File: config.mk
export PLATFORM = sky130hd
export DESIGN_NAME = rf_wb_arbiter_flat
export DESIGN_NICKNAME = d
export VERILOG_FILES = /design/src/rtl/rf_wb_arbiter_pkg.sv /design/src/rtl/rf_wb_arbiter_if.sv /design/src/rtl/rf_busy_scoreboard.sv /design/src/rtl/rf_wb_arbiter.sv /design/src/flat_wrapper.sv
export SDC_FILE = /design/constraint.sdc
export NUM_CORES = 1
export LEC_CHECK = 0
export ABC_AREA = 1
export BUFFER_PORTS_ARGS = -buffer_cell sky130_fd_sc_hd__buf_2
export CAP_MARGIN = 30
export CELL_PAD_IN_SITES_DETAIL_PLACEMENT = 0
export CELL_PAD_IN_SITES_GLOBAL_PLACEMENT = 1
export CORE_MARGIN = 2
export CORE_UTILIZATION = 25
export DETAILED_ROUTE_END_ITERATION = 10
export PLACE_DENSITY_LB_ADDON = 0.12
export RECOVER_POWER = 50
export SYNTH_ARGS = -nofsm -noshare
export SYNTH_HDL_FRONTEND = slang
export SYNTH_SLANG_ARGS = --single-unit
File: constraint.sdc
create_clock -name Clk -period 4.8 [get_ports Clk]
set_input_delay 0.48 -clock Clk [delete_from_list [all_inputs] [get_ports Clk]]
set_output_delay 0.48 -clock Clk [all_outputs]
set_load 0.01 [all_outputs]
File: src/rtl/rf_wb_arbiter_pkg.sv
// Shared constants and types for the register-file writeback arbiter slice.
// Widths here are the defaults used by the top, the scoreboard and the interface.
package rf_wb_arbiter_pkg;

  localparam int RfDataWidth    = 64;
  localparam int RfAddrWidth    = 5;
  localparam int RfRegNum       = 32;
  localparam int MaxWaitDefault = 4;
  localparam int WaitCntWidth   = 4;

  // Address of the hardwired-zero register x0.
  localparam logic [RfAddrWidth-1:0] RegZero = '0;

  typedef enum logic [1:0] {
    GRANT_NONE = 2'd0,
    GRANT_WB0  = 2'd1,
    GRANT_WB1  = 2'd2
  } grant_e;

endpackage

File: src/rtl/rf_wb_arbiter_if.sv
// Bundle of writeback requests, issue/flush controls and the RF write port.
// Handshake: a request transfers in a cycle where Valid && Ready; the requester
// holds Valid/Addr/Data stable until then, and Ready never depends on a later cycle.
interface rf_wb_arbiter_if
  import rf_wb_arbiter_pkg::*;
#(
  parameter int DataWidth = RfDataWidth,
  parameter int AddrWidth = RfAddrWidth,
  parameter int RegNum    = RfRegNum
);

  logic                    Wb0Valid;
  logic [AddrWidth-1:0]    Wb0Addr;
  logic [DataWidth-1:0]    Wb0Data;
  logic                    Wb0Ready;
  logic                    Wb1Valid;
  logic [AddrWidth-1:0]    Wb1Addr;
  logic [DataWidth-1:0]    Wb1Data;
  logic                    Wb1Ready;
  logic                    IssueValid;
  logic [AddrWidth-1:0]    IssueAddr;
  logic                    Flush;
  logic                    RdWriteEnable;
  logic [AddrWidth-1:0]    RdWriteAddr;
  logic [DataWidth-1:0]    RdWriteData;
  logic [RegNum-1:0]       BusyMask;
  // Debug view of the starvation counter.
  logic [WaitCntWidth-1:0] WaitCnt;

  modport master (
    output Wb0Valid, Wb0Addr, Wb0Data, Wb1Valid, Wb1Addr, Wb1Data,
    output IssueValid, IssueAddr, Flush,
    input  Wb0Ready, Wb1Ready, RdWriteEnable, RdWriteAddr, RdWriteData,
    input  BusyMask, WaitCnt
  );

  modport slave (
    input  Wb0Valid, Wb0Addr, Wb0Data, Wb1Valid, Wb1Addr, Wb1Data,
    input  IssueValid, IssueAddr, Flush,
    output Wb0Ready, Wb1Ready, RdWriteEnable, RdWriteAddr, RdWriteData,
    output BusyMask, WaitCnt
  );

endinterface

File: src/rtl/rf_busy_scoreboard.sv
// Per-register busy bitmap for destinations owed by the long-latency unit.
// Set beats same-cycle clear (new owner); flush beats everything; bit 0 stays 0.
module rf_busy_scoreboard
  import rf_wb_arbiter_pkg::*;
#(
  parameter int AddrWidth = RfAddrWidth,
  parameter int RegNum    = RfRegNum
) (
  input  logic                 Clk,
  input  logic                 Rst,
  input  logic                 set_valid,
  input  logic [AddrWidth-1:0] set_addr,
  input  logic                 clr_valid,
  input  logic [AddrWidth-1:0] clr_addr,
  input  logic                 flush,
  output logic [RegNum-1:0]    busy_mask
);

  logic [RegNum-1:0] busy_next;

  always_comb begin
    busy_next = busy_mask;
    // Loop starts at 1 so x0 can never be marked busy.
    for (int i = 1; i < RegNum; i++) begin
      if (clr_valid && (clr_addr == AddrWidth'(i))) busy_next[i] = 1'b0;
      if (set_valid && (set_addr == AddrWidth'(i))) busy_next[i] = 1'b1;
    end
    if (flush) busy_next = '0;
    busy_next[0] = 1'b0;
  end

  always_ff @(posedge Clk or negedge Rst) begin
    if (!Rst) busy_mask <= '0;
    else      busy_mask <= busy_next;
  end

endmodule

File: src/rtl/rf_wb_arbiter.sv
// Two-source register-file write port arbiter with anti-starvation for WB1
// and a busy scoreboard of WB1-owed destinations for decode RAW stalls.
module rf_wb_arbiter
  import rf_wb_arbiter_pkg::*;
#(
  parameter int DataWidth = RfDataWidth,
  parameter int AddrWidth = RfAddrWidth,
  parameter int RegNum    = RfRegNum,
  parameter int MaxWait   = MaxWaitDefault
) (
  input logic Clk,
  input logic Rst,
  rf_wb_arbiter_if.slave bus
);

  grant_e                  grant;
  logic [WaitCntWidth-1:0] wait_cnt;
  logic                    at_limit;
  logic                    wr_en_q;
  logic [AddrWidth-1:0]    wr_addr_q;
  logic [DataWidth-1:0]    wr_data_q;
  logic [RegNum-1:0]       busy_mask;

  assign at_limit = (wait_cnt == WaitCntWidth'(MaxWait));

  // WB0 wins by default; WB1 takes the port when alone or once starved MaxWait cycles.
  always_comb begin
    grant = GRANT_NONE;
    if (!Rst)                                          grant = GRANT_NONE;
    else if (bus.Wb1Valid && (!bus.Wb0Valid || at_limit)) grant = GRANT_WB1;
    else if (bus.Wb0Valid)                             grant = GRANT_WB0;
  end

  assign bus.Wb0Ready = (grant == GRANT_WB0);
  assign bus.Wb1Ready = (grant == GRANT_WB1);

  always_ff @(posedge Clk or negedge Rst) begin
    if (!Rst) begin
      wait_cnt  <= '0;
      wr_en_q   <= 1'b0;
      wr_addr_q <= '0;
      wr_data_q <= '0;
    end else begin
      if (!bus.Wb1Valid || (grant == GRANT_WB1)) wait_cnt <= '0;
      else if (!at_limit)                        wait_cnt <= wait_cnt + 1'b1;

      wr_en_q <= 1'b0;
      case (grant)
        GRANT_WB0: begin
          wr_en_q   <= (bus.Wb0Addr != RegZero);
          wr_addr_q <= bus.Wb0Addr;
          wr_data_q <= bus.Wb0Data;
        end
        GRANT_WB1: begin
          wr_en_q   <= (bus.Wb1Addr != RegZero);
          wr_addr_q <= bus.Wb1Addr;
          wr_data_q <= bus.Wb1Data;
        end
        default: ;
      endcase
    end
  end

  rf_busy_scoreboard #(
    .AddrWidth (AddrWidth),
    .RegNum    (RegNum)
  ) u_scoreboard (
    .Clk       (Clk),
    .Rst       (Rst),
    .set_valid (bus.IssueValid),
    .set_addr  (bus.IssueAddr),
    .clr_valid (grant == GRANT_WB1),
    .clr_addr  (bus.Wb1Addr),
    .flush     (bus.Flush),
    .busy_mask (busy_mask)
  );

  assign bus.RdWriteEnable = wr_en_q;
  assign bus.RdWriteAddr   = wr_addr_q;
  assign bus.RdWriteData   = wr_data_q;
  assign bus.BusyMask      = busy_mask;
  assign bus.WaitCnt       = wait_cnt;

endmodule
File: src/flat_wrapper.sv
// flat-port wrapper written by rule: the top's interface ports become plain ports
module rf_wb_arbiter_flat import rf_wb_arbiter_pkg::*;
#(
  parameter int DataWidth = RfDataWidth,
  parameter int AddrWidth = RfAddrWidth,
  parameter int RegNum    = RfRegNum,
  parameter int MaxWait   = MaxWaitDefault
)
  (Clk, Rst, bus_Wb0Valid, bus_Wb0Addr, bus_Wb0Data, bus_Wb1Valid, bus_Wb1Addr, bus_Wb1Data, bus_IssueValid, bus_IssueAddr, bus_Flush, bus_Wb0Ready, bus_Wb1Ready, bus_RdWriteEnable, bus_RdWriteAddr, bus_RdWriteData, bus_BusyMask, bus_WaitCnt);
  rf_wb_arbiter_if #(.DataWidth(DataWidth), .AddrWidth(AddrWidth), .RegNum(RegNum)) bus_i ();
  input logic Clk;
  input logic Rst;
  input wire logic [$bits(bus_i.Wb0Valid)-1:0] bus_Wb0Valid;
  input wire logic [$bits(bus_i.Wb0Addr)-1:0] bus_Wb0Addr;
  input wire logic [$bits(bus_i.Wb0Data)-1:0] bus_Wb0Data;
  input wire logic [$bits(bus_i.Wb1Valid)-1:0] bus_Wb1Valid;
  input wire logic [$bits(bus_i.Wb1Addr)-1:0] bus_Wb1Addr;
  input wire logic [$bits(bus_i.Wb1Data)-1:0] bus_Wb1Data;
  input wire logic [$bits(bus_i.IssueValid)-1:0] bus_IssueValid;
  input wire logic [$bits(bus_i.IssueAddr)-1:0] bus_IssueAddr;
  input wire logic [$bits(bus_i.Flush)-1:0] bus_Flush;
  output wire logic [$bits(bus_i.Wb0Ready)-1:0] bus_Wb0Ready;
  output wire logic [$bits(bus_i.Wb1Ready)-1:0] bus_Wb1Ready;
  output wire logic [$bits(bus_i.RdWriteEnable)-1:0] bus_RdWriteEnable;
  output wire logic [$bits(bus_i.RdWriteAddr)-1:0] bus_RdWriteAddr;
  output wire logic [$bits(bus_i.RdWriteData)-1:0] bus_RdWriteData;
  output wire logic [$bits(bus_i.BusyMask)-1:0] bus_BusyMask;
  output wire logic [$bits(bus_i.WaitCnt)-1:0] bus_WaitCnt;
  assign bus_i.Wb0Valid = bus_Wb0Valid;
  assign bus_i.Wb0Addr = bus_Wb0Addr;
  assign bus_i.Wb0Data = bus_Wb0Data;
  assign bus_i.Wb1Valid = bus_Wb1Valid;
  assign bus_i.Wb1Addr = bus_Wb1Addr;
  assign bus_i.Wb1Data = bus_Wb1Data;
  assign bus_i.IssueValid = bus_IssueValid;
  assign bus_i.IssueAddr = bus_IssueAddr;
  assign bus_i.Flush = bus_Flush;
  assign bus_Wb0Ready = bus_i.Wb0Ready;
  assign bus_Wb1Ready = bus_i.Wb1Ready;
  assign bus_RdWriteEnable = bus_i.RdWriteEnable;
  assign bus_RdWriteAddr = bus_i.RdWriteAddr;
  assign bus_RdWriteData = bus_i.RdWriteData;
  assign bus_BusyMask = bus_i.BusyMask;
  assign bus_WaitCnt = bus_i.WaitCnt;
  rf_wb_arbiter #(.DataWidth(DataWidth), .AddrWidth(AddrWidth), .RegNum(RegNum), .MaxWait(MaxWait)) u_core (.Clk(Clk), .Rst(Rst), .bus(bus_i));
endmodule
# Yosys cells after proc, flatten, opt, wreduce, memory -nomap -nowiden
# Index checks and enable logic that the tools add are counted.
[totals]
out_inout_bits = 108
wordCells = 274
inputBits = 149
reg_bits = 105
[op_classes]
n_addsub = 1
n_reduce_logical = 101
eq_ne = 66
n_mux = 71
[op_table]
columns = ["operator", "count"]
rows = [
  ["equality test 5 bit (second input constant)", 32],
  ["case mux 64 bit (2 select lines)", 1],
  ["nonzero test 3 bit", 31],
  ["equality test 5 x 4 -> 1 bit (second input constant)", 16],
  ["logical AND 1 bit", 63],
  ["two-way mux 1 bit", 63],
  ["equality test 5 x 3 -> 1 bit (second input constant)", 8],
  ["two-way mux 32 bit", 1],
  ["equality test 5 x 2 -> 1 bit (second input constant)", 4],
  ["equality test 5 x 1 -> 1 bit (second input constant)", 2],
  ["case mux 5 bit (2 select lines)", 1],
  ["nonzero test 5 bit", 2],
  ["two-way mux 4 bit", 2],
  ["adder 4 x 1 -> 4 bit (second input constant)", 1],
  ["equality test 4 x 3 -> 1 bit (second input constant)", 1],
  ["two-way mux 2 bit", 2],
  ["equality test 2 x 1 -> 1 bit (second input constant)", 1],
  ["equality test 2 bit (second input constant)", 1],
  ["zero test 1 bit", 2],
  ["logical OR 1 bit", 2],
  ["inequality test 2 bit (second input constant)", 1],
  ["case mux 1 bit (2 select lines)", 1],
  ["nonzero test 2 bit", 1],
]

# Depth between registers and ports, before layout
# Gate-level depths: netlist of run 1.
[logic_depth]
depth_word = 10
mapped_depth = 14
depth_no_buf = 12

# Modules after synthesis
# Synthesis of run 1 repeated with hierarchy kept, for this count alone.
[hier_totals]
cells_unflattened = 634
area_unflattened_um2 = 5094.9
[modules_own_cells]
columns = ["module", "n_inst", "cells_each", "area_per_inst_um2", "seq_area_each_um2"]
rows = [
  ["rf_wb_arbiter", 1, 419, 3458.3, 1851.8],
  ["rf_busy_scoreboard", 1, 215, 1636.6, 775.7],
]

# Least setup slack after synthesis of run 1
# No wires, ideal clock.
[synth_timing]
kind = "register to register"
from = "register u_core.wait_cnt[0], in the netlist u_core.bus.WaitCnt[0]"
to = "register u_core.u_scoreboard.busy_mask[1]"
setup_time_ps = 136
n_path_buf = 2
t_arrival_ps = 1932
required_time_ps = 4664
path_slack_ps = 2731
stages_incl_launch_ff = 15
synth_period_minus_slack_ps = 2069
cell_sequence = "dfrtp_1 inv_1 ha_1 nand3_1 a21oi_1 nand2_1 inv_1 ha_1 buf_6 inv_4 nor2_4 buf_6 nand3_1 nand2_1 a21oi_1"
[synth_between]
elab_chain_cells = 8
[synth_lines]
columns = ["element", "line_no", "source"]
rows = [
  ["start: declaration", "rf_wb_arbiter.sv:17", "logic [WaitCntWidth-1:0] wait_cnt;"],
  ["start signal: assignment", "rf_wb_arbiter.sv:45", "else if (!at_limit) wait_cnt <= wait_cnt + 1'b1;"],
  ["equality test 4 x 3 -> 1 bit", "rf_wb_arbiter.sv:24", "assign at_limit = (wait_cnt == WaitCntWidth'(MaxWait));"],
  ["logical OR 1 bit", "rf_wb_arbiter.sv:30", "else if (bus.Wb1Valid && (!bus.Wb0Valid || at_limit)) grant = GRANT_WB1;"],
  ["logical AND 1 bit", "rf_wb_arbiter.sv:30", ""],
  ["two-way mux 2 bit", "rf_wb_arbiter.sv:30", ""],
  ["two-way mux 2 bit", "rf_wb_arbiter.sv:29", "if (!Rst) grant = GRANT_NONE;"],
  ["equality test 2 bit", "-", ""],
  ["via bus_Wb1Ready", "flat_wrapper.sv:23", "output wire logic [$bits(bus_i.Wb1Ready)-1:0] bus_Wb1Ready;"],
  ["logical AND 1 bit", "rf_busy_scoreboard.sv:25", "if (clr_valid && (clr_addr == AddrWidth'(i))) busy_next[i] = 1'b0;"],
  ["nonzero test 3 bit (no source line)", "-", ""],
  ["end signal: assignment", "rf_busy_scoreboard.sv:34", "else busy_mask <= busy_next;"],
  ["end: declaration", "rf_busy_scoreboard.sv:16", "output logic [RegNum-1:0] busy_mask"],
]
# The timed path passes the listed nets, and every way through them passes these cells.
# A chain may end at the register's enable or synchronous reset.

# Final worst setup path of run 1
[layout_timing]
from = "register u_core.wait_cnt[0], in the netlist u_core.bus.WaitCnt[0]"
to = "output bus_Wb1Ready"
[layout_between]
elab_chain_cells = 6
[layout_lines]
columns = ["element", "line_no", "source"]
rows = [
  ["equality test 4 x 3 -> 1 bit", "rf_wb_arbiter.sv:24", ""],
  ["logical OR 1 bit", "rf_wb_arbiter.sv:30", ""],
  ["logical AND 1 bit", "rf_wb_arbiter.sv:30", ""],
  ["two-way mux 2 bit", "rf_wb_arbiter.sv:30", ""],
  ["two-way mux 2 bit", "rf_wb_arbiter.sv:29", ""],
  ["equality test 2 bit", "rf_wb_arbiter.sv:35", "assign bus.Wb1Ready = (grant == GRANT_WB1);"],
  ["end: declaration", "flat_wrapper.sv:23", ""],
]
# Every way passes these cells.

==> impl_results.md, run 1 <==
* HPWL Detailed at 13.7 mm
* Area Growth Syn to Fin at 31.0%
* Die ar. at ~21,000 um2
* NetSw at 0.829 mW
* Clock buffer depth at 2
* Initial Util at 25.7%
* Adder-Cell Fraction of Synth Area at less than 1%
* Crit path top cell by count: inv_1
* Most common cell after layout, fill and taps aside: a21oi_1
* Max stage delay on crit path at 0.63 ns
* Cell Count, Final, Fillers Out at 1,136
* Setup crit end kind: primary output
* Req. time, crit path at 4.32 ns
* Sequential cell area at roughly 2600 um2
* Global route overflow at 0
* Via count at about 5.3k
* Post-cts gate resize count at 0
* WHS at 0.153 ns
* Final-layout fill cell count at roughly 2.2k
* Synth Area in Simple Gates at 23.1%
* Root Buffer: clkbuf_16
* Violated checks: max-capacitance violations, max-slew violations
* Critical Path Source Type: flip-flop
* Area taken by multi-input logic gates at 2110 um2
* Initial antenna violation count at 3
* Hold_buf cts at 0
* TritonCTS Sinks at 105
* Die height at 146 um
* Crit path max fanout at 42
* Seq pwr share at 46.1%
* Net Sw Frac at 34.2%
* Setup crit start: u_core.bus.WaitCnt[0]$_DFFE_PN0P_
* Post-synthesis mux area share at 0%
* Nets at 1,016
* Inst Count DP at between 1k and 1.5k
* Final WS setup at roughly 1.3 ns
* Reg2reg setup slack at 1.60 ns
* Seq/Total Area, Yosys at 52.0%
* IR drop worst, VDD at approximately 0.15 mV
* WS Path Type: reg -> out
* Port Buffers at between 200 and 300
* Largest family of logic cells by synthesized area: simple AND/OR/NAND/NOR gates
* Final TNS setup at 0 ns
* TritonCTS buffer count at 9
* Max_slew headroom at -13.0%
* Vias in the first global route at approximately 5.3k
* CTS tree: built
* Place WS at approximately 1.4 ns
* Yosys warning count at 0
* Critical-path top delay cell: ha_2
* Xor/xnor share of the synthesized area at less than 1%
* Cell Int Power at about 1.6 mW
* Io pins at ~260
* Final setup viols at 0
* Logic pwr share at 24.9%
* Post-route core utilization at 33.7%
* Leakage at 3.07 nW
* Yosys reg bits at 105
* Leading cell types in the layout, fill and taps excluded: a21oi_1 (171), nand2_1 (152), buf_2 (149), clkbuf_1 (105), dfrtp_1 (105)
* Clock share of power at 29.1%
* # H-tree levels at 3
* Final antenna-violating net count at 0
* Iteration-0 DRC Markers at 292
* GP Congestion at 0.773
* Global-route wire length before repair at 29.8 mm
* Post-CTS setup repair buffer count at 0
* Core area at roughly 20,000 um2
* Tot GR Track Use at 17.7%
* Cell area after layout at 6620 um2
* Unique masters post-synth at 23
* Syn Area/Cell at 8.00 um2
* Row cnt at 51
* Residual DRC count at 0
* Post-Synthesis Cells at 631
* Wire length per cell at 17.0 um
* RR Startpoint: u_core.bus.WaitCnt[0]$_DFFE_PN0P_
* Worst skew pair latency at 0.35 ns
* Pwr Total at 2.42 mW
* Ratio of cells with drive above 1 in the final layout at 21.4%
* Unrepaired setup endpoints after global routing: no
* PwrDens at 366 nW/um2
* Detailed Route WL at 19.3 mm
* Fin. max-slew vios at 65
* CTS clk-pin slew, worst paths at 0.07 ns
* Outcome: complete, but fails checks
* Post-Synthesis Cell Area at 5050 um2
* Max cap viols at 1
* Synth Area in Compound Gates at 17.1%
* First-pass iteration count of the detailed router at 5
* Max Clock Freq at 288 MHz
* Pin count of the biggest net entering global routing at 72
* Skew final at 0.00511 ns
* Syn nets at between 700 and 800
* Cell Area, Placed at 6470 um2
* Cells along the critical path: inv_1, ha_1, nand3_1, a21oi_1, nand2_1, inv_1, ha_2, buf_4, buf_2
* Arrival @ worst endpoint at between 2 and 3 ns
* Worst hold path class: in -> async
* Min cycle time layout at roughly 3.5 ns
* Die width at 146 um
* Final hold viol count at 0
* Period utilisation layout at 72.4%
* Tightest Pin Transition at 1.70 ns
* Vias/cell at 4.65
==> synthesized netlist by cell type <==
library cell  instances  area (um2)
clkbuf_1              8        30.0
o21ai_0               1        5.00
nand3b_1              2        15.0
buf_6                 6        67.6
nor2_4                5        56.3
xnor2_1               1        8.76
nand3_1              32         160
buf_1                 1        3.75
nor2_1               92         345
buf_4                 7        52.6
inv_4                 1        6.26
o21ai_1               1        5.00
inv_2                 6        22.5
nand2_1             152         571
dfrtp_1             105        2630
nor2_2                2        12.5
buf_2                16        80.1
nand2_2               1        6.26
ha_1                  4        50.1
conb_1                1        3.75
xor2_1                1        8.76
inv_1                15        56.3
a21oi_1             171         856
==> path summary, 6_finish.rpt <==
| path | to | cells after the start |
|---|---|---|
| worst min register to register | u_core.bus.RdWriteAddr[4]$_DFFE_PN0P_ | 2 |
| min in group Clk | u_core.bus.RdWriteData[10]$_DFFE_PN0P_ | 3 |
| worst max-delay path | bus_Wb1Ready | 9 |
| worst max register to register | u_core.u_scoreboard.busy_mask[3]$_DFFE_PN0P_ | 12 |
| worst min-delay path | u_core.bus.RdWriteAddr[0]$_DFFE_PN0P_ | 1 |
| max in group asynchronous | u_core.bus.RdWriteData[32]$_DFFE_PN0P_ | 2 |
==> logic make-up (layout without fill, tap and decap cells) <==
group           after synthesis  count (layout)
simple gates                286             286
fa+ha+maj                     4               4
xor+xnor                      2               2
other cells                   1               4
flops                       105             105
compound gates              173             173
buf+inv                      60             297
==> critical path: cells and delay by family, from the launching register on <==
kind	cells	cell delay (ns)
DFF	1	0.44
adders and majority gates	2	0.77
buffers and inverters	4	0.96
AOI/OAI and AO/OA	1	0.21
and+or+nand+nor	2	0.24
==> layer usage <==
layer  vias up  wire length, um  GRT usage (%)  share of wire (%)
li1       2535                -              -                  -
met1      2520             8360           22.6                 43
met2       206             9410           30.0                 49
met3        20             1230           4.03                6.4
met4         0              298           5.29                1.5
met5         -                0              0                  0
==> power by group through the flow <==
stage,Combinational (mW),Sequential (mW),Clock [mW]
after floorplan,0.255,1.19,0
after global placement,0.649,1.13,0
after detailed placement,0.654,1.13,0
after CTS,0.656,1.11,0.739
after global routing,0.675,1.13,0.767
final,0.602,1.12,0.704
==> sequential cells by signal (all words and copies together), names as in the netlist <==
signal and flops:
u_core.bus.WaitCnt 4, u_core.bus.RdWriteAddr 5, u_core.u_scoreboard.busy_mask 31, u_core.bus.RdWriteEnable 1, u_core.bus.RdWriteData 64
==> layout make-up <==
type                       count  share of cell area, %
timing repair buffer         259                   17.9
sequential                   105                   39.7
multi-input combinational    466                   31.8
clock buffer                   9                   3.40
inverter                      22                   1.29
clock inverter                 7                  0.700
antenna                        3                  0.113
tap                          265                   5.01
(Power assumes the default switching activity.)
==> run 2, diff against run 1 <==
Clock period 4.8 ns to 3.04 ns, I/O delays scaled along.
==> run 2 against run 1 <==
The flow now finishes without violations. Design area increased by 1.9%. Critical path depth grew 1. Sequential cell count unchanged. Non-clock buffer count rose by 6. Via count decreased by 0.51%. Final cell count up 0.44%. Combinational power rose by 57%.
==> impl_results.md, run 2 (synthesis gave the netlist of run 1 again) <==
* Period utilisation layout at 80.8%
* Final setup viols at 0 (unchanged)
* Crit path max fanout at 35 (-17%)
* Port Buffers at 255 (unchanged)
* Worst hold path class: in -> reg
* Min cycle time layout at 2.46 ns
* Unrepaired setup endpoints after global routing: no
* Leading cell types in the layout, fill and taps excluded: a21oi_1 (171), nand2_1 (152), buf_2 (149), clkbuf_1 (106), dfrtp_1 (105)
* Place WS at 0.685 ns (-0.730 ns)
* Via count at 5,254 (-0.51%)
* Max_slew headroom at 37.6% (+51 points)
* Req. time, crit path at 3.31 ns (-1.01 ns)
* First-pass iteration count of the detailed router at 4 (-1)
* Residual DRC count at 0 (unchanged)
* Outcome: completed
* Area Growth Syn to Fin at 33.4%
* Final hold viol count at 0 (unchanged)
* Leakage at 3.13 nW (+2.1%)
* Final-layout fill cell count at 2,206 (-1.3%)
* Initial Util at 25.7% (unchanged)
* Final WS setup at 0.583 ns (-0.743 ns)
* Vias/cell at 4.60 (-0.95%)
* Nets at 1,022 (+0.59%)
* Final antenna-violating net count at 0 (unchanged)
* Max cap viols at 0 (-1)
* Worst skew pair latency at 0.35 ns (about the same)
* CTS clk-pin slew, worst paths at 0.08 ns (about the same)
* Io pins at 257 (unchanged)
* Initial antenna violation count at 3 (unchanged)
* Max reg flops at 64 (unchanged)
* Tot GR Track Use at 17.6% (-0.10 points)
* WHS at 0.189 ns (+0.0363 ns)
* Critical Path Source Type: primary input
* Post-cts gate resize count at 0 (unchanged)
* Max Clock Freq at about 410 MHz
* Core area at 19,700 um2 (unchanged)
* Pin count of the biggest net entering global routing at 65 (-9.7%)
* Die width at 146 um (unchanged)
* Root Buffer: clkbuf_16
* Vias in the first global route at 5,466 (+3.6%)
* Iteration-0 DRC Markers at 219 (-25%)
* Ratio of cells with drive above 1 in the final layout at 21.6% (+0.20 points)
* GP Congestion at 0.807 (+4.4%)
* Setup crit end kind: flip-flop
* Die ar. at 21,400 um2 (unchanged)
* # H-tree levels at 3 (unchanged)
* WS Path Type: in -> reg
* Global route overflow at 0 (unchanged)
* Fin. max-slew vios at 0 (-100%)
* Row cnt at 51 (unchanged)
* Skew final at 0.00569 ns (+0.000580 ns)
* Most common cell after layout, fill and taps aside: a21oi_1
* Detailed Route WL at 18.8 mm (-2.7%)
* Wire length per cell at 16.5 um (-3.1%)
* HPWL Detailed at 13.7 mm (+0.18%)
* IR drop worst, VDD at 0.243 mV (+57%)
* Global-route wire length before repair at 29.8 mm (about the same)
* Clock buffer depth at 2 (unchanged)
* Pwr Total at 4.09 mW (+69%)
* Tightest Pin Transition at 0.936 ns (-0.759 ns)
* Arrival @ worst endpoint at 2.73 ns (-0.26 ns)
* PwrDens at 606 nW/um2 (+66%)
* TritonCTS Sinks at 105 (unchanged)
* Final TNS setup at 0 ns (unchanged)
* TritonCTS buffer count at 9 (unchanged)
* CTS tree: built
* Die height at 146 um (unchanged)
[run 2: stage by stage]
step	cell area, um2	util, %	cells
floorplan	5050	-	631
global placement	6510	33.1	1122
detailed placement	6510	33.1	1122
CTS	6870	35.0	1139
global route	6740	34.3	1140
finish	6740	34.3	1141
[run 2: cell type report]
class / count / area [um2] / share of cell area, %
timing repair buffer: 265 / 1230 / 18.3
clock buffer: 10 / 239 / 3.55
sequential: 105 / 2630 / 39.0
multi-input combinational: 466 / 2100 / 31.2
tap: 265 / 332 / 4.92
clock inverter: 6 / 114 / 1.69
antenna: 2 / 5.00 / 0.0743
inverter: 22 / 85.1 / 1.26
[run 2: path summary, 6_finish.rpt]
| check | start | to | slack (ns) | depth (start not counted) |
|---|---|---|---|---|
| setup / recovery | Rst | u_core.bus.RdWriteData[47]$_DFFE_PN0P_ | 0.58 | 10 |
| hold / removal | bus_Wb0Data[50] | u_core.bus.RdWriteData[50]$_DFFE_PN0P_ | 0.19 | 3 |
| setup reg to reg | u_core.bus.WaitCnt[0]$_DFFE_PN0P_ | u_core.bus.RdWriteData[47]$_DFFE_PN0P_ | 0.60 | 11 |
| hold reg to reg | u_core.u_scoreboard.busy_mask[7]$_DFFE_PN0P_ | u_core.u_scoreboard.busy_mask[7]$_DFFE_PN0P_ | 0.53 | 2 |
| max in group asynchronous | Rst | u_core.bus.RdWriteData[25]$_DFFE_PN0P_ | 0.74 | 4 |
| min in group asynchronous | Rst | u_core.bus.WaitCnt[2]$_DFFE_PN0P_ | 0.46 | 2 |
[run 2: what timing repair did]
action                                 CTS  global route
hold buffers                             1             0
endpoints found under the hold margin    4             0
buffers inserted                         0             0
[run 2: report_power, final]
group          leakage, nW  internal [mW]  switching, mW
sequential            1.26           1.63          0.136
clock                0.165          0.831          0.547
combinational         1.70          0.336          0.610
total                 3.13           2.79           1.29
[run 2: worst max-delay path, stage by stage]
cell and delay, ns:
dlygate4sd3_1 0.60, clkbuf_1 0.31, nand2_1 0.09, nor2_1 0.15
inv_1 0.06, ha_1 0.30, inv_4 0.20, buf_4 0.41
nand2_1 0.11, a21oi_1 0.17
[run 2: layer usage]
| layer | vias up | wire length [um] | GRT usage [%] | share of wire, % |
|---|---|---|---|---|
| met5 | - | 0 | 0 | 0 |
| met4 | 0 | 420 | 5.97 | 2.2 |
| met3 | 25 | 1360 | 4.63 | 7.3 |
| met2 | 207 | 9160 | 30.9 | 49 |
| met1 | 2476 | 7830 | 20.9 | 42 |
| li1 | 2546 | - | - | - |
==> run 3, diff against run 2 <==
Settings changed: ABC_AREA 1 to 0.
Clock period 3.04 ns to 2.3 ns, I/O delays scaled along.
==> run 3 against run 2 <==
Utilization rose by 1.4 points. Clock power up 16%. Wire length decreased by 14%. Die area down 2.2%. Global-route usage decreased by 2.6 points. Final cell count down 13%. Sequential cell count unchanged. Design area is 2.8% higher. The run now ends with max-slew violations left. Count of clock-buffer cells in the layout stayed put. Power rose by 20%. Synthesized cell count shrank 25%. Sequential power up 27%.
==> impl_results.md, run 3 <==
* Fin. max-slew vios at 105 (+105)
* Iteration-0 DRC Markers at 158 (-28%)
* Syn Area/Cell at 10.4 um2 (+30%)
* Count of buffer and inverter cells on the critical path at 3 (-2)
* Global-route wire length before repair at 24.0 mm (-19%)
* Final WS setup at 0.0760 ns (-0.507 ns)
* Die width at 145 um (-1.1%)
* TritonCTS Sinks at 105 (unchanged)
* Yosys top cell by area: dfrtp_1
* RR Startpoint: u_core.bus.WaitCnt[1]$_DFFE_PN0P_
* Max_slew headroom at -1.06% (-39 points)
* IR drop worst, VDD at 0.417 mV (+71%)
* Vias in the first global route at 4,371 (-20%)
* Unrepaired setup endpoints after global routing: yes
* Cell family with most CP delay: simple AND/OR/NAND/NOR gates
* WHS Path Cells at 3 (unchanged)
* Residual DRC count at 0 (unchanged)
* Yosys warning count at 0 (unchanged)
* Initial Util at 25.5% (-0.24 points)
* Logic pwr share at 21.7% (-1.5 points)
* HP Start: bus_Wb0Data[29]
* Worst hold path class: in -> reg
* TritonCTS buffer count at 9 (unchanged)
* Detailed Route WL at 16.1 mm (-14%)
* Initial antenna violation count at 1 (-2)
* WS Path Type: reg -> reg
* Setup crit end kind: flip-flop
* Pwr Total at 4.90 mW (+20%)
* Leakage at 3.20 nW (+2.0%)
* Top cells by count, synth: dfrtp_1 (105), o21ai_0 (98), nand2_1 (75), mux2i_1 (71), o211ai_1 (24)
* Cells along the critical path: inv_2, ha_4, and3b_2, nand2b_4, and3_4, ha_4, buf_4, nand4bb_1, buf_4, o211ai_1, o21ai_0
* Reg2reg setup slack at 0.08 ns (-0.52 ns)
* Worst skew pair latency at 0.34 ns (about the same)
* Seq pwr share at 45.5% (+2.4 points)
* Crit path max fanout at 5 (-86%)
* HPWL Detailed at 12.1 mm (-12%)
* Place WS at 0.0649 ns (-0.620 ns)
* Max Clock Freq at 450 MHz
* Global route overflow at 0 (unchanged)
* CTS tree: built
* Die ar. at 20,900 um2 (-2.2%)
* Arrival @ worst endpoint at 2.44 ns (-0.29 ns)
* Hold_buf cts at 0 (-1)
* Post-synth EDFFs at 0 (unchanged)
* Die height at 145 um (-1.1%)
* First-pass iteration count of the detailed router at 4 (unchanged)
* Final hold viol count at 0 (unchanged)
* Nets at 881 (-14%)
* Vias/cell at 4.51 (-2.1%)
* R2R depth at 11 (unchanged)
* Post-route core utilization at 35.7% (+1.4 points)
* GP Congestion at 0.803 (-0.47%)
* Max reg flops at 64 (unchanged)
* Syn nets at 627 (-20%)
* Yosys reg bits at 105 (unchanged)
* Synth Flop Type: dfrtp_1
* Max stage delay on crit path at 0.43 ns (-0.17 ns)
* Post-Synthesis Cell Area at 4940 um2 (-2.2%)
* Seq/Total Area, Yosys at 53.2% (+1.2 points)
* Most instantiated library cell after synthesis: dfrtp_1
* Leading cell types in the layout, fill and taps excluded: buf_2 (205), dfrtp_1 (104), o21ai_0 (95), nand2_1 (75), mux2i_1 (70)
* # diodes at 0 (-2)
* Outcome: complete, but fails checks
* Post-Synthesis Cells at 474 (-25%)
* FFs w/ async S/R, synth at 100% (unchanged)
* Final TNS setup at 0 ns (unchanged)
* Final-layout fill cell count at 2,101 (-4.8%)
* Synth area leaders: dfrtp_1 (53%), mux2i_1 (14%), o21ai_0 (9.9%), nand2_1 (5.7%), o211ai_1 (3.6%)
* Core area at 19,400 um2 (-1.3%)
* Final antenna-violating net count at 0 (unchanged)
* Cell Int Power at 3.41 mW (+22%)
* Port Buffers at 255 (unchanged)
* CTS clk-pin slew, worst paths at 0.08 ns (about the same)
* Unique masters post-synth at 31 (+35%)
* Clock buffer depth at 2 (unchanged)
* Period utilisation layout at 96.7%
* Ratio of cells with drive above 1 in the final layout at 34.9% (+13 points)
* Tightest Pin Transition at 1.52 ns (+0.580 ns)
* Clock share of power at 32.8% (-0.9 points)
* Root Buffer: clkbuf_16
* Req. time, crit path at 2.52 ns (-0.79 ns)
* Synth top area share at 53.2% (+1.2 points)
* Area Growth Syn to Fin at 40.4%
* Cell depth of the worst setup path at 11 (+1)
* # H-tree levels at 3 (unchanged)
* Critical Path Source Type: flip-flop
* Violated checks: max-slew violations
* WHS Endpoint: u_core.bus.RdWriteData[29]$_DFFE_PN0P_
* Wire length per cell at 16.2 um (-1.6%)
* NetSw at 1.49 mW (+15%)
* PwrDens at 707 nW/um2 (+17%)
* Via count at 4,501 (-14%)
* Skew final at 0.00772 ns (+0.00203 ns)
* Pin count of the biggest net entering global routing at 106 (+63%)
* Io pins at 257 (unchanged)
* Tot GR Track Use at 15.0% (-2.6 points)
* Net Sw Frac at 30.3% (-1.3 points)
* Max cap viols at 0 (unchanged)
* Min cycle time layout at 2.22 ns
* R2R Path End: u_core.u_scoreboard.busy_mask[6]$_DFFE_PN0P_
* Row cnt at 51 (unchanged)
* Most common cell after layout, fill and taps aside: buf_2
* Critical-path top delay cell: dfrtp_2
* Final setup viols at 0 (unchanged)
run 3: final cells by class:
class                   instances  area [um2]  share of cell area (%)
clock inverters                 6        66.3                   0.957
well taps                     265         332                    4.78
clock buffers                  10         239                    3.45
flip-flops and latches        105        2630                    37.9
repair buffers                278        1490                    21.4
multi-input cells             331        2170                    31.3
inverters                       3        11.3                   0.162
run 3: power by group through the flow:
| stage | Sequential [mW] | Combinational, mW | Clock, mW |
|---|---|---|---|
| final | 2.23 | 1.06 | 1.60 |
| after global placement | 2.25 | 1.11 | 0 |
| after floorplan | 2.38 | 0.386 | 0 |
| after CTS | 2.23 | 1.12 | 1.68 |
| after global routing | 2.26 | 1.19 | 1.74 |
| after detailed placement | 2.26 | 1.11 | 0 |
run 3: worst min-delay path: cells and delay by family:
family	cells	cell delay [ns]
mux	1	0.05
buf+inv	1	0.07
compound gates	1	0.13
run 3: cell families after synthesis:
group,after synthesis,share of synthesized area [%]
AND/OR/NAND/NOR,118,11.6
flip-flops,105,53.2
XOR/XNOR,1,0.177
other,1,0.0760
AO/OA/AOI/OAI,136,15.6
adder cells (fa/ha/maj),4,1.01
buffers and inverters,38,3.88
multiplexers,71,14.4
run 3: what timing repair did:
| item | in CTS | in global routing |
|---|---|---|
| gates cloned | 1 | 0 |
| setup endpoints to repair | 1 | 47 |
| endpoints found under the hold margin | 0 | 0 |
| setup buffers | 1 | 4 |
| pin swaps | 0 | 1 |
| resized for setup | 1 | 9 |
run 3: worst max-delay path by stage:
stage	start	to
2_1_floorplan	u_core.bus.WaitCnt[0]$_DFFE_PN0P_	u_core.u_scoreboard.busy_mask[12]$_DFFE_PN0P_
3_3_place_gp	u_core.bus.WaitCnt[1]$_DFFE_PN0P_	u_core.bus.RdWriteData[41]$_DFFE_PN0P_
3_5_place_dp	u_core.bus.WaitCnt[0]$_DFFE_PN0P_	u_core.u_scoreboard.busy_mask[2]$_DFFE_PN0P_
4_1_cts	u_core.bus.WaitCnt[1]$_DFFE_PN0P_	u_core.u_scoreboard.busy_mask[6]$_DFFE_PN0P_
5_1_grt	u_core.bus.WaitCnt[1]$_DFFE_PN0P_	u_core.u_scoreboard.busy_mask[24]$_DFFE_PN0P_
6_report	u_core.bus.WaitCnt[1]$_DFFE_PN0P_	u_core.u_scoreboard.busy_mask[6]$_DFFE_PN0P_
run 3: routing by layer:
layer / track usage, % / routed length (um)
met4: 4.60 / 173
met5: 0 / 12
met3: 3.84 / 1070
met1: 19.2 / 6970
met2: 24.9 / 7920
run 3: metrics by stage:
stage	hold WS [ns]	instances	instance area (um2)
2_1_floorplan	-0.0656	474	4980
4_1_cts	0.0585	994	6970
6_report	0.167	998	6930
5_1_grt	0.170	998	6930
3_5_place_dp	0.441	976	6610
3_3_place_gp	0.436	976	6610
